**src/rtl/ascon_p_serial_driver.sv**
```systemverilog
// rtl/ascon_p_serial_driver.sv - serial load/run/readback driver for an Ascon p12 core
module ascon_p_serial_driver #(
  parameter int BW   = 64,
  parameter int WDOG = 15
) (
  input  logic            clk,
  input  logic            rstn,
  input  logic            in_valid,
  output logic            in_ready,
  input  logic [5*BW-1:0] in_state,
  output logic            out_valid,
  input  logic            out_ready,
  output logic [5*BW-1:0] out_state,
  output logic            busy,
  output logic            err,
  output logic            p_rstn,
  output logic            p_en,
  output logic            p_en_inc,
  output logic [2:0]      p_slice_idx,
  output logic [BW-1:0]   p_slice_in,
  input  logic [BW-1:0]   p_slice_out,
  input  logic            p_done
);

  localparam int SW = 5 * BW;
  localparam int CW = $clog2(WDOG + 1);

  typedef enum logic [2:0] {
    S_IDLE,
    S_CLR,
    S_LOAD,
    S_PERM,
    S_READ,
    S_OUT
  } state_e;

  state_e          state_q, state_d;
  logic [2:0]      idx_q, idx_d;
  logic [CW-1:0]   perm_q, perm_d;
  logic [SW-1:0]   in_q, in_d;
  logic [SW-1:0]   out_q, out_d;
  logic            err_q, err_d;
  logic            p_rstn_q;
  logic [BW-1:0]   load_word;

  always_ff @(posedge clk or negedge rstn) begin
    if (!rstn) begin
      state_q  <= S_IDLE;
      idx_q    <= '0;
      perm_q   <= '0;
      in_q     <= '0;
      out_q    <= '0;
      err_q    <= 1'b0;
      p_rstn_q <= 1'b0;
    end else begin
      state_q  <= state_d;
      idx_q    <= idx_d;
      perm_q   <= perm_d;
      in_q     <= in_d;
      out_q    <= out_d;
      err_q    <= err_d;
      // Registered so the core clear is glitch-free and lasts exactly the CLR cycle.
      p_rstn_q <= (state_d != S_CLR);
    end
  end

  always_comb begin
    load_word = '0;
    for (int w = 0; w < 5; w++) begin
      if (idx_q == 3'(w)) load_word = in_q[SW-1-w*BW -: BW];
    end
  end

  always_comb begin
    state_d     = state_q;
    idx_d       = idx_q;
    perm_d      = perm_q;
    in_d        = in_q;
    out_d       = out_q;
    err_d       = err_q;
    in_ready    = 1'b0;
    out_valid   = 1'b0;
    p_en        = 1'b0;
    p_en_inc    = 1'b0;
    p_slice_idx = '0;
    p_slice_in  = '0;

    case (state_q)
      S_IDLE: begin
        in_ready = 1'b1;
        if (in_valid) begin
          in_d    = in_state;
          err_d   = 1'b0;
          idx_d   = '0;
          perm_d  = '0;
          state_d = S_CLR;
        end
      end

      S_CLR: begin
        idx_d   = '0;
        state_d = S_LOAD;
      end

      S_LOAD: begin
        p_en        = 1'b1;
        p_slice_idx = idx_q;
        p_slice_in  = load_word;
        if (idx_q == 3'd4) begin
          idx_d   = '0;
          perm_d  = '0;
          state_d = S_PERM;
        end else begin
          idx_d = idx_q + 3'd1;
        end
      end

      S_PERM: begin
        p_en_inc = 1'b1;
        if (p_done) begin
          idx_d   = '0;
          state_d = S_READ;
        end else if (perm_q == CW'(WDOG - 1)) begin
          err_d   = 1'b1;
          state_d = S_IDLE;
        end else begin
          perm_d = perm_q + 1'b1;
        end
      end

      S_READ: begin
        if (idx_q < 3'd5) p_slice_idx = idx_q;
        // Readback is registered in the core, so cycle j+1 carries slice j.
        for (int w = 0; w < 5; w++) begin
          if (idx_q == 3'(w + 1)) out_d[SW-1-w*BW -: BW] = p_slice_out;
        end
        if (idx_q == 3'd5) begin
          idx_d   = '0;
          state_d = S_OUT;
        end else begin
          idx_d = idx_q + 3'd1;
        end
      end

      S_OUT: begin
        out_valid = 1'b1;
        if (out_ready) state_d = S_IDLE;
      end

      default: state_d = S_IDLE;
    endcase
  end

  assign busy      = (state_q != S_IDLE);
  assign err       = err_q;
  assign out_state = out_q;
  assign p_rstn    = p_rstn_q;

endmodule

```
**config.mk**
```make
export PLATFORM = sky130hd
export DESIGN_NAME = ascon_p_serial_driver
export DESIGN_NICKNAME = d
export VERILOG_FILES = /design/src/rtl/ascon_p_serial_driver.sv
export SDC_FILE = /design/constraint.sdc
export NUM_CORES = 1
export LEC_CHECK = 0
export CORE_ASPECT_RATIO = 1.25
export CORE_MARGIN = 3
export CORE_UTILIZATION = 25
export CTS_CLUSTER_SIZE = 16
export DETAILED_ROUTE_END_ITERATION = 6
export GPL_ROUTABILITY_DRIVEN = 0
export GPL_TIMING_DRIVEN = 0
export HOLD_SLACK_MARGIN = 0.03
export PLACE_DENSITY = 0.58
export SLEW_MARGIN = 20
export SYNTH_ARGS = -nofsm -noshare
export SYNTH_HDL_FRONTEND = slang
export SYNTH_SLANG_ARGS = --single-unit
```
**constraint.sdc**
```tcl
create_clock -name clk -period 5 [get_ports clk]
set_input_delay 0.5 -clock clk [delete_from_list [all_inputs] [get_ports clk]]
set_output_delay 0.5 -clock clk [all_outputs]
set_load 0.01 [all_outputs]
```
# Yosys cells after proc, flatten, opt, wreduce, memory -nomap -nowiden
# Index checks and enable logic that the tools add are counted.
[op_classes]
addsub = 2
magnitude_cmp = 1
eq_ne = 18
n_mux = 33
reduce_logical = 15
[ops]
columns = ["operator", "count"]
rows = [
  ["$mux 64", 6],
  ["$mux 3", 11],
  ["$pmux 3 s6", 1],
  ["$mux 4", 4],
  ["$pmux 3 s5", 1],
  ["$eq 3x2->1 const B", 4],
  ["$eq 3x3->1 const B", 4],
  ["$ne 2x2->1 const B", 6],
  ["$pmux 4 s3", 1],
  ["$reduce_and 2->1", 6],
  ["$mux 1", 7],
  ["$eq 3x1->1 const B", 2],
  ["$logic_not 3->1", 2],
  ["$pmux 3 s2", 1],
  ["$reduce_bool 3->1", 2],
  ["$reduce_and 5->1", 1],
  ["$reduce_bool 5->1", 1],
  ["$add 4x1->4 const B", 1],
  ["$eq 4x4->1 const B", 1],
  ["$reduce_and 4->1", 1],
  ["$add 3x1->3 const B", 1],
  ["$lt 3x3->1 const B", 1],
  ["$ne 3x1->1 const B", 1],
  ["$reduce_and 3->1", 1],
  ["other kinds (2)", 2],
]
[word_totals]
register_bits = 652
inputBits = 389
output_inout_bits = 394
elab_cells = 80

# Logic depth before layout (Yosys ltp)
# Gate-level depths: netlist of run 1.
[depth]
depth_word = 7
mapped_depth = 10
mapped_depth_nobuf = 6

# Worst setup path after synthesis of run 1
# Ideal clock, no wire load.
[synth_timing]
kind = "register to output"
startpoint = "register idx_q[2]"
endpoint = "output p_slice_in[10]"
t_arrival_ns = 1.953
required_ns = 4.500
slack_ns = 2.547
stages_incl_launch_ff = 9
path_buffers = 4
path_cell_list = "dfrtp_1 -> buf_2 -> inv_1 -> ha_1 -> clkbuf_1 -> clkbuf_1 -> clkbuf_1 -> a21oi_1 -> a21oi_1"
[synth_via]
elab_chain_len = 7
elab_cells_between_ends = 11
cone_classes = "eq/ne (4); mux (6); reduce/logical (1)"
[synth_lines]
columns = ["item", "line_no", "rtl"]
rows = [
  ["from (decl)", "38", "logic [2:0] idx_q, idx_d;"],
  ["from (signal assigned)", "57", "idx_q <= idx_d;"],
  ["$logic_not 3->1", "70", "if (idx_q == 3'(w)) load_word = in_q[SW-1-w*BW -: BW];"],
  ["$mux 64 (4 in a row)", "70", ""],
  ["$mux 64 (*)", "70", ""],
  ["$mux 64 (*)", "88", "case (state_q)"],
  ["to (decl)", "20", "output logic [BW-1:0] p_slice_in,"],
]
# Mark *: on every way between the ends. The rest lies on a longest branch, timed or not.

# Worst setup path after layout of run 1
[layout_timing]
startpoint = "register idx_q[2]"
endpoint = "output p_slice_in[60]"
# Same word-level chain as after synthesis.

==> results of run 1 <==
-- layout make-up --
cell class | instances | area share [%]
diodes | 8 | 0.0505
plain buffers | 169 | 2.80
clock buffers | 103 | 5.39
clock inverters | 29 | 0.826
inverters | 12 | 0.114
multi-input cells | 1733 | 24.9
flip-flops and latches | 652 | 41.1
well taps | 1438 | 4.54
repair buffers | 790 | 20.3
-- state kept, by name, indices dropped and copies added (netlist names) --
register	cells
idx_q	3
state_q	3
out_state	320
in_q	320
perm_q	4
p_rstn	1
err	1
-- path summary, 6_finish.rpt --
check	start	depth (start not counted)	to
setup / recovery	idx_q[2]	9	p_slice_in[60]
hold / removal	in_state[44]	3	in_q[44]
setup reg to reg	idx_q[0]	7	out_state[233]
hold reg to reg	in_q[28]	2	in_q[28]
max in group asynchronous	rstn	6	in_q[154]
min in group asynchronous	rstn	2	out_state[9]
-- stage by stage --
| step | setup WS, ns | area [µm²] | utilization [%] |
|---|---|---|---|
| floorplan | 2.55 | 27300 | - |
| global placement | -27.31 | 37000 | 34.1 |
| detailed placement | 0.399 | 37200 | 34.3 |
| CTS | 0.205 | 39700 | 36.6 |
| global route | 0.142 | 39700 | 36.6 |
| finish | 0.295 | 39700 | 36.6 |
-- repair_timing --
| item | in CTS | in global routing |
|---|---|---|
| endpoints found under the setup margin | 47 | 0 |
| gates resized for setup | 2 | 0 |
| setup buffers | 0 | 0 |
| endpoints found under the hold margin | 64 | 0 |
| hold buffers | 1 | 0 |
-- synth_stat cells, drive strengths merged --
| master | n |
|---|---|
| o31ai | 1 |
| o21ai | 68 |
| a31oi | 2 |
| nand4 | 2 |
| inv | 12 |
| o22a | 1 |
| a21o | 3 |
| a21boi | 1 |
| a221oi | 62 |
| or3 | 65 |
| a22oi | 1 |
| nor3 | 2 |
| nor2 | 70 |
| a211oi | 1 |
| nor3b | 4 |
| nand2b | 2 |
| ha | 7 |
| or4 | 1 |
| dfrtp | 652 |
| o221ai | 1 |
| and2 | 3 |
| nor4 | 1 |
| a21oi | 131 |
| a32o | 1 |
| and3 | 3 |
| o21ba | 1 |
| mux2 | 321 |
| clkbuf | 46 |
| nand2 | 967 |
| a211o | 2 |
| o2bb2ai | 1 |
| nor2b | 2 |
| nand3 | 4 |
| a221o | 2 |
| buf | 123 |
-- routing by layer --
metal	up-vias	track usage (%)	share of wire (%)
met2	782	34.1	50
li1	10300	-	-
met4	18	5.78	2.6
met3	153	5.05	7.3
met5	-	0	0.097
met1	11100	22.8	40
-- layout by cell type, fill, tap and decap left out, types with 3 or more instances in the layout --
cell / count
clkinv_2: 11
nor2_1: 70
nand2_1: 963
bufinv_16: 4
clkbuf_1: 54
buf_16: 7
inv_1: 10
mux2_2: 321
or3_1: 64
ha_1: 7
a21o_1: 3
a21oi_1: 131
buf_6: 34
diode_2: 8
clkbuf_16: 73
clkinv_4: 3
clkinvlp_4: 6
and2_1: 3
dfrtp_1: 652
o21ai_0: 68
buf_4: 43
nand3_1: 4
and3_1: 3
buf_2: 46
a221oi_1: 62
nand2_2: 4
clkdlybuf4s50_1: 781
clkbuf_8: 20
-- kinds of logic after synthesis --
family          share of synthesized area (%)
simple gates                             16.4
flops                                    59.7
mux                                      13.2
fa+ha+maj                               0.320
buf+inv                                  4.22
compound gates                           6.17
-- worst max-delay path, stage by stage, from the launching register on --
cell and delay (ns):
dfrtp_1 0.36, buf_2 0.17, inv_1 0.14, ha_1 0.33, clkbuf_2 0.37, clkbuf_2 0.43, clkbuf_1 0.53, a21oi_1 0.21
a21oi_1 0.40, clkdlybuf4s50_1 0.62
-- power breakdown --
part | internal [mW] | total (mW) | switching, mW
Clock | 3.22 | 5.56 | 2.34
Combinational | 4.97 | 10.3 | 5.30
Sequential | 7.50 | 8.64 | 1.15
Total | 15.7 | 24.5 | 8.79
==> qor.yml, run 1 <==
regArea_mm2: 0.0163
ys_seq_elements: 652
cts_sinks: 652
leakagePower_nw: 18.0
ys_warn_count: 0
drv_cap: 0
p_total_mw: 24.5
cp_max_fo: 10
clockBufferDepth: 3
fin_tns_setup_ns: 0
powerDensity_mw_per_mm2: 617
drtIter0Drc: 1139
grt_util_all_layers_pct: 19.3
seq_area_frac_synth_pct: 59.7
final-setup-viol-count: 0
h-tree-depth: 3
min_period_over_period_pct: 94.1
worst_pin_slew_ns: 0.910
syn-num-nets: 2962
nets: 3826
die_x_um: 302
port_buffers: 782
hold_viol: 0
yosysTopAreaCellShare_pct: 59.7
finalClockSkew_ns: 0.0191
post_drt_wl_per_cell_um: 22.8
numCtsBuffers: 72
period_needed_ns: 4.70
n_fill_cell: 10900
drc_errors: 0
vias_per_cell: 4.53
area_delta_synth_final_pct: 45.1
vdd_ir_drop_max_v: 0.000311
ant_nets: 0
synth_area_mm2: 0.0273
dp_hpwl_um: 87600
cp.required_ns: 4.50
grt_pass1_wl_um: 160000
path_clk_slew_ns: 0.06
globalRoute.totalOverflow: 0
firstDrtPassIters: 5
start_util_pct: 25.2
die_h_um: 376
drv_slew: 0
dp_cells: 4793
status: "finished clean"
core_mm2: 0.108
clockRootBuffer: "clkbuf_16"
cp-start-kind: "flip-flop"
layout.cells.non_filler: 4934
synth_area_leader_cell: "dfrtp_1"
synthCells: 2566
drive_above_1_share_pct: 16.8
worstPathArrival_ns: 4.20
rsz0062_at_grt: "no"
grt_max_degree: 98
num_rows: 135
min_path_type: "in2reg"
vias: 22300
slew_headroom_pct: 39.3
multi_input_area_mm2: 0.00988
ys_top_cells_by_area: "dfrtp_1 (60%), nand2_1 (13%), mux2_2 (13%)"
syn_area_per_cell_um2: 10.7
crit_type: "reg2out"
grt_pass1_vias: 22700
worst-r2r-setup-slack_ns: 2.11
ys_types: 42
cts_tree: "built"
clock.fmax_ghz: 0.213
clock_latency_ns: 0.63
hold_ws_ns: 0.386
end_kind: "primary output"
wl_um: 112000
dieArea_mm2: 0.113
antenna_found_initial: 22
io_pins: 783
(Power assumes the default switching activity.)
==> run 2, diff against run 1 <==
--- a/config.mk
+++ b/config.mk
@@ -5,15 +5,14 @@
 export SDC_FILE = /design/constraint.sdc
 export NUM_CORES = 1
 export LEC_CHECK = 0
-export CORE_ASPECT_RATIO = 1.25
-export CORE_MARGIN = 3
-export CORE_UTILIZATION = 25
+export CORE_AREA = 3 3 301 303
 export CTS_CLUSTER_SIZE = 16
 export DETAILED_ROUTE_END_ITERATION = 6
+export DIE_AREA = 0 0 304 306
 export GPL_ROUTABILITY_DRIVEN = 0
 export GPL_TIMING_DRIVEN = 0
 export HOLD_SLACK_MARGIN = 0.03
-export PLACE_DENSITY = 0.58
+export PLACE_DENSITY = 0.67
 export SLEW_MARGIN = 20
 export SYNTH_ARGS = -nofsm -noshare
 export SYNTH_HDL_FRONTEND = slang
==> qor.yml, run 2 (same netlist as run 1, synthesis figures left out) <==
p_sw_share_pct: 36.2  # was 35.9%
p_clk_share_pct: 22.4  # was 22.7%
slew_headroom_pct: 44.1  # was 39.3%
regToRegEndpoint: "out_state[253]"  # was out_state[233]
worst_pin_slew_ns: 0.839  # was 0.910 ns
comb_power_share_pct: 42.1  # was 42.0%
period_needed_ns: 4.67  # was 4.70 ns
drive_above_1_share_pct: 16.6  # was 16.8%
slowest_stage: "clkdlybuf4s50_1"  # unchanged
min_period_over_period_pct: 93.4  # was 94.1%
firstDrtPassIters: 5  # unchanged
die_x_um: 304  # was 302 µm
slowest_delay_ns: 0.79  # was 0.62 ns
dp_hpwl_um: 84500  # was 87600 µm
drv_cap: 0  # unchanged
h-tree-depth: 3  # unchanged
cts_tree: "built"  # unchanged
postLayoutCellArea_mm2: 0.0393  # was 0.0397 mm²
pwr-share-seq_pct: 35.5  # was 35.3%
clock.fmax_ghz: 0.214  # was 0.213 GHz
final-setup-viol-count: 0  # unchanged
hold_path_startpoint: "in_state[42]"  # was in_state[44]
powerDensity_mw_per_mm2: 623  # was 617 mW/mm²
path_clk_slew_ns: 0.07  # was 0.06 ns
nets: 3827  # was 3826
whs_path_depth: 3  # unchanged
rsz0062_at_grt: "no"  # unchanged
core_mm2: 0.0882  # was 0.108 mm²
clock_latency_ns: 0.63  # about the same
min_path_type: "in2reg"  # unchanged
port_buffers: 782  # unchanged
worstPathArrival_ns: 4.17  # was 4.20 ns
start_util_pct: 31.0  # was 25.2%
cts_sinks: 652  # unchanged
crit_type: "reg2out"  # unchanged
vias: 22700  # was 22.3k
end_kind: "primary output"  # unchanged
status: "finished clean"  # unchanged
numCtsBuffers: 73  # was 72
place_ws_ns: 0.236  # was 0.399 ns
cp-start-kind: "flip-flop"  # unchanged
dieArea_mm2: 0.0930  # was 0.113 mm²
grt_pass1_vias: 23000  # was 22.7k
cts_setup_buffers: 0  # unchanged
final_cell_mix: "nand2_1 (963), clkdlybuf4s50_1 (781), dfrtp_1 (652), mux2_2 (321), a21oi_1 (131)"  # unchanged
grt_util_all_layers_pct: 22.8  # was 19.3%
final_common_cell: "nand2_1"  # unchanged
cp.required_ns: 4.50  # about the same
startpoint: "idx_q[2]"  # unchanged
clockBufferDepth: 3  # unchanged
placed_area_mm2: 0.0368  # was 0.0372 mm²
finalClockSkew_ns: 0.0247  # was 0.0191 ns
p_sw_mw: 8.87  # was 8.79 mW
fin_tns_setup_ns: 0  # unchanged
vias_per_cell: 4.85  # was 4.53
endpoint: "p_slice_in[59]"  # was p_slice_in[60]
fin_ws_ns: 0.331  # was 0.295 ns
grt_max_degree: 95  # was 98
hold_viol: 0  # unchanged
r2r-start: "idx_q[0]"  # unchanged
clockRootBuffer: "clkbuf_16"  # unchanged
globalRoute.totalOverflow: 0  # unchanged
grt_pass1_wl_um: 157000  # was 160000 µm
io_pins: 783  # unchanged
utilization_pct: 44.6  # was 36.6%
antenna_found_initial: 34  # was 22
path_cells: "buf_2 -> inv_1 -> ha_1 -> clkbuf_2 -> clkbuf_2 -> clkbuf_1 -> a21oi_1 -> a21oi_1 -> clkdlybuf4s50_1"  # unchanged
drtIter0Drc: 1571  # was 1139
p_total_mw: 24.5  # about the same
die_h_um: 306  # was 376 µm
cp_max_fo: 10  # unchanged
worst-r2r-setup-slack_ns: 2.10  # was 2.11 ns
r2r_cells: 7  # unchanged
wl_um: 109000  # was 112000 µm
ant_nets: 0  # unchanged
drc_errors: 0  # unchanged
internal_power_mw: 15.6  # was 15.7 mW
num_rows: 109  # was 135
drv_slew: 0  # unchanged
area_delta_synth_final_pct: 43.8  # was 45.1%
leakagePower_nw: 18.0  # about the same
vdd_ir_drop_max_v: 0.000365  # was 0.000311 V
post_drt_wl_per_cell_um: 23.4  # was 22.8 µm
==> run 2: worst min-delay path by stage <==
stage          slack [ns]        to
6_report             0.39  in_q[42]
5_1_grt              0.36  in_q[48]
4_1_cts              0.34  in_q[48]
3_5_place_dp         0.46  in_q[30]
3_3_place_gp         0.45   in_q[2]
2_1_floorplan        0.20       err
==> run 2: worst max-delay path, delay by kind of cell, from the launching register on <==
kind                       cells  cell delay [ns]
buffers and inverters          6             2.34
adders and majority gates      1             0.43
AOI/OAI and AO/OA              2             0.41
DFF                            1             0.35
==> run 2: area by class of cell <==
cell class	count	area (µm²)
timing repair buffer	790	8040
multi-input combinational	1733	9880
fill	8457	48900
antenna	23	57.6
clock inverter	32	414
sequential	652	16300
tap	1165	1460
inverter	12	45.0
clock buffer	96	2000
buffer	169	1110
==> run 2: timing repair <==
item | 4_1_cts | 5_1_grt
hold buffers | 1 | 0
gates resized for setup | 2 | 0
endpoints found under the setup margin | 60 | 0
endpoints found under the hold margin | 88 | 0
==> run 2: per-stage QoR <==
stage          std cells  hold WS [ns]
2_1_floorplan       2566         0.204
3_3_place_gp        4513         0.452
3_5_place_dp        4520         0.457
4_1_cts             4649         0.344
5_1_grt             4665         0.364
6_report            4672         0.392
==> run 2: per-layer routing <==
metal  vias to the layer above  global-route usage (%)  wire, µm
li1                      10300                       -         -
met1                     11300                    27.3     43100
met2                       892                    39.2     53900
met3                       188                    6.00      8100
met4                        16                    8.89      3990
met5                         -                       0       100
==> run 2: power groups by stage <==
stage	registers, mW	clock network (mW)	logic, mW
3_3_place_gp	8.76	0	10.2
6_report	8.71	5.48	10.3
2_1_floorplan	8.97	0	4.56
3_5_place_dp	8.76	0	10.4
5_1_grt	8.94	5.84	11.1
4_1_cts	8.69	5.60	10.4
==> run 3, diff against run 2 <==
--- a/config.mk
+++ b/config.mk
@@ -11,7 +11,7 @@
 export DIE_AREA = 0 0 304 306
 export GPL_ROUTABILITY_DRIVEN = 0
 export GPL_TIMING_DRIVEN = 0
-export HOLD_SLACK_MARGIN = 0.03
+export HOLD_SLACK_MARGIN = 0.06
 export PLACE_DENSITY = 0.67
 export SLEW_MARGIN = 20
 export SYNTH_ARGS = -nofsm -noshare
==> results of run 3 <==
Final layout, timing and power as in run 2 (identical DEF).
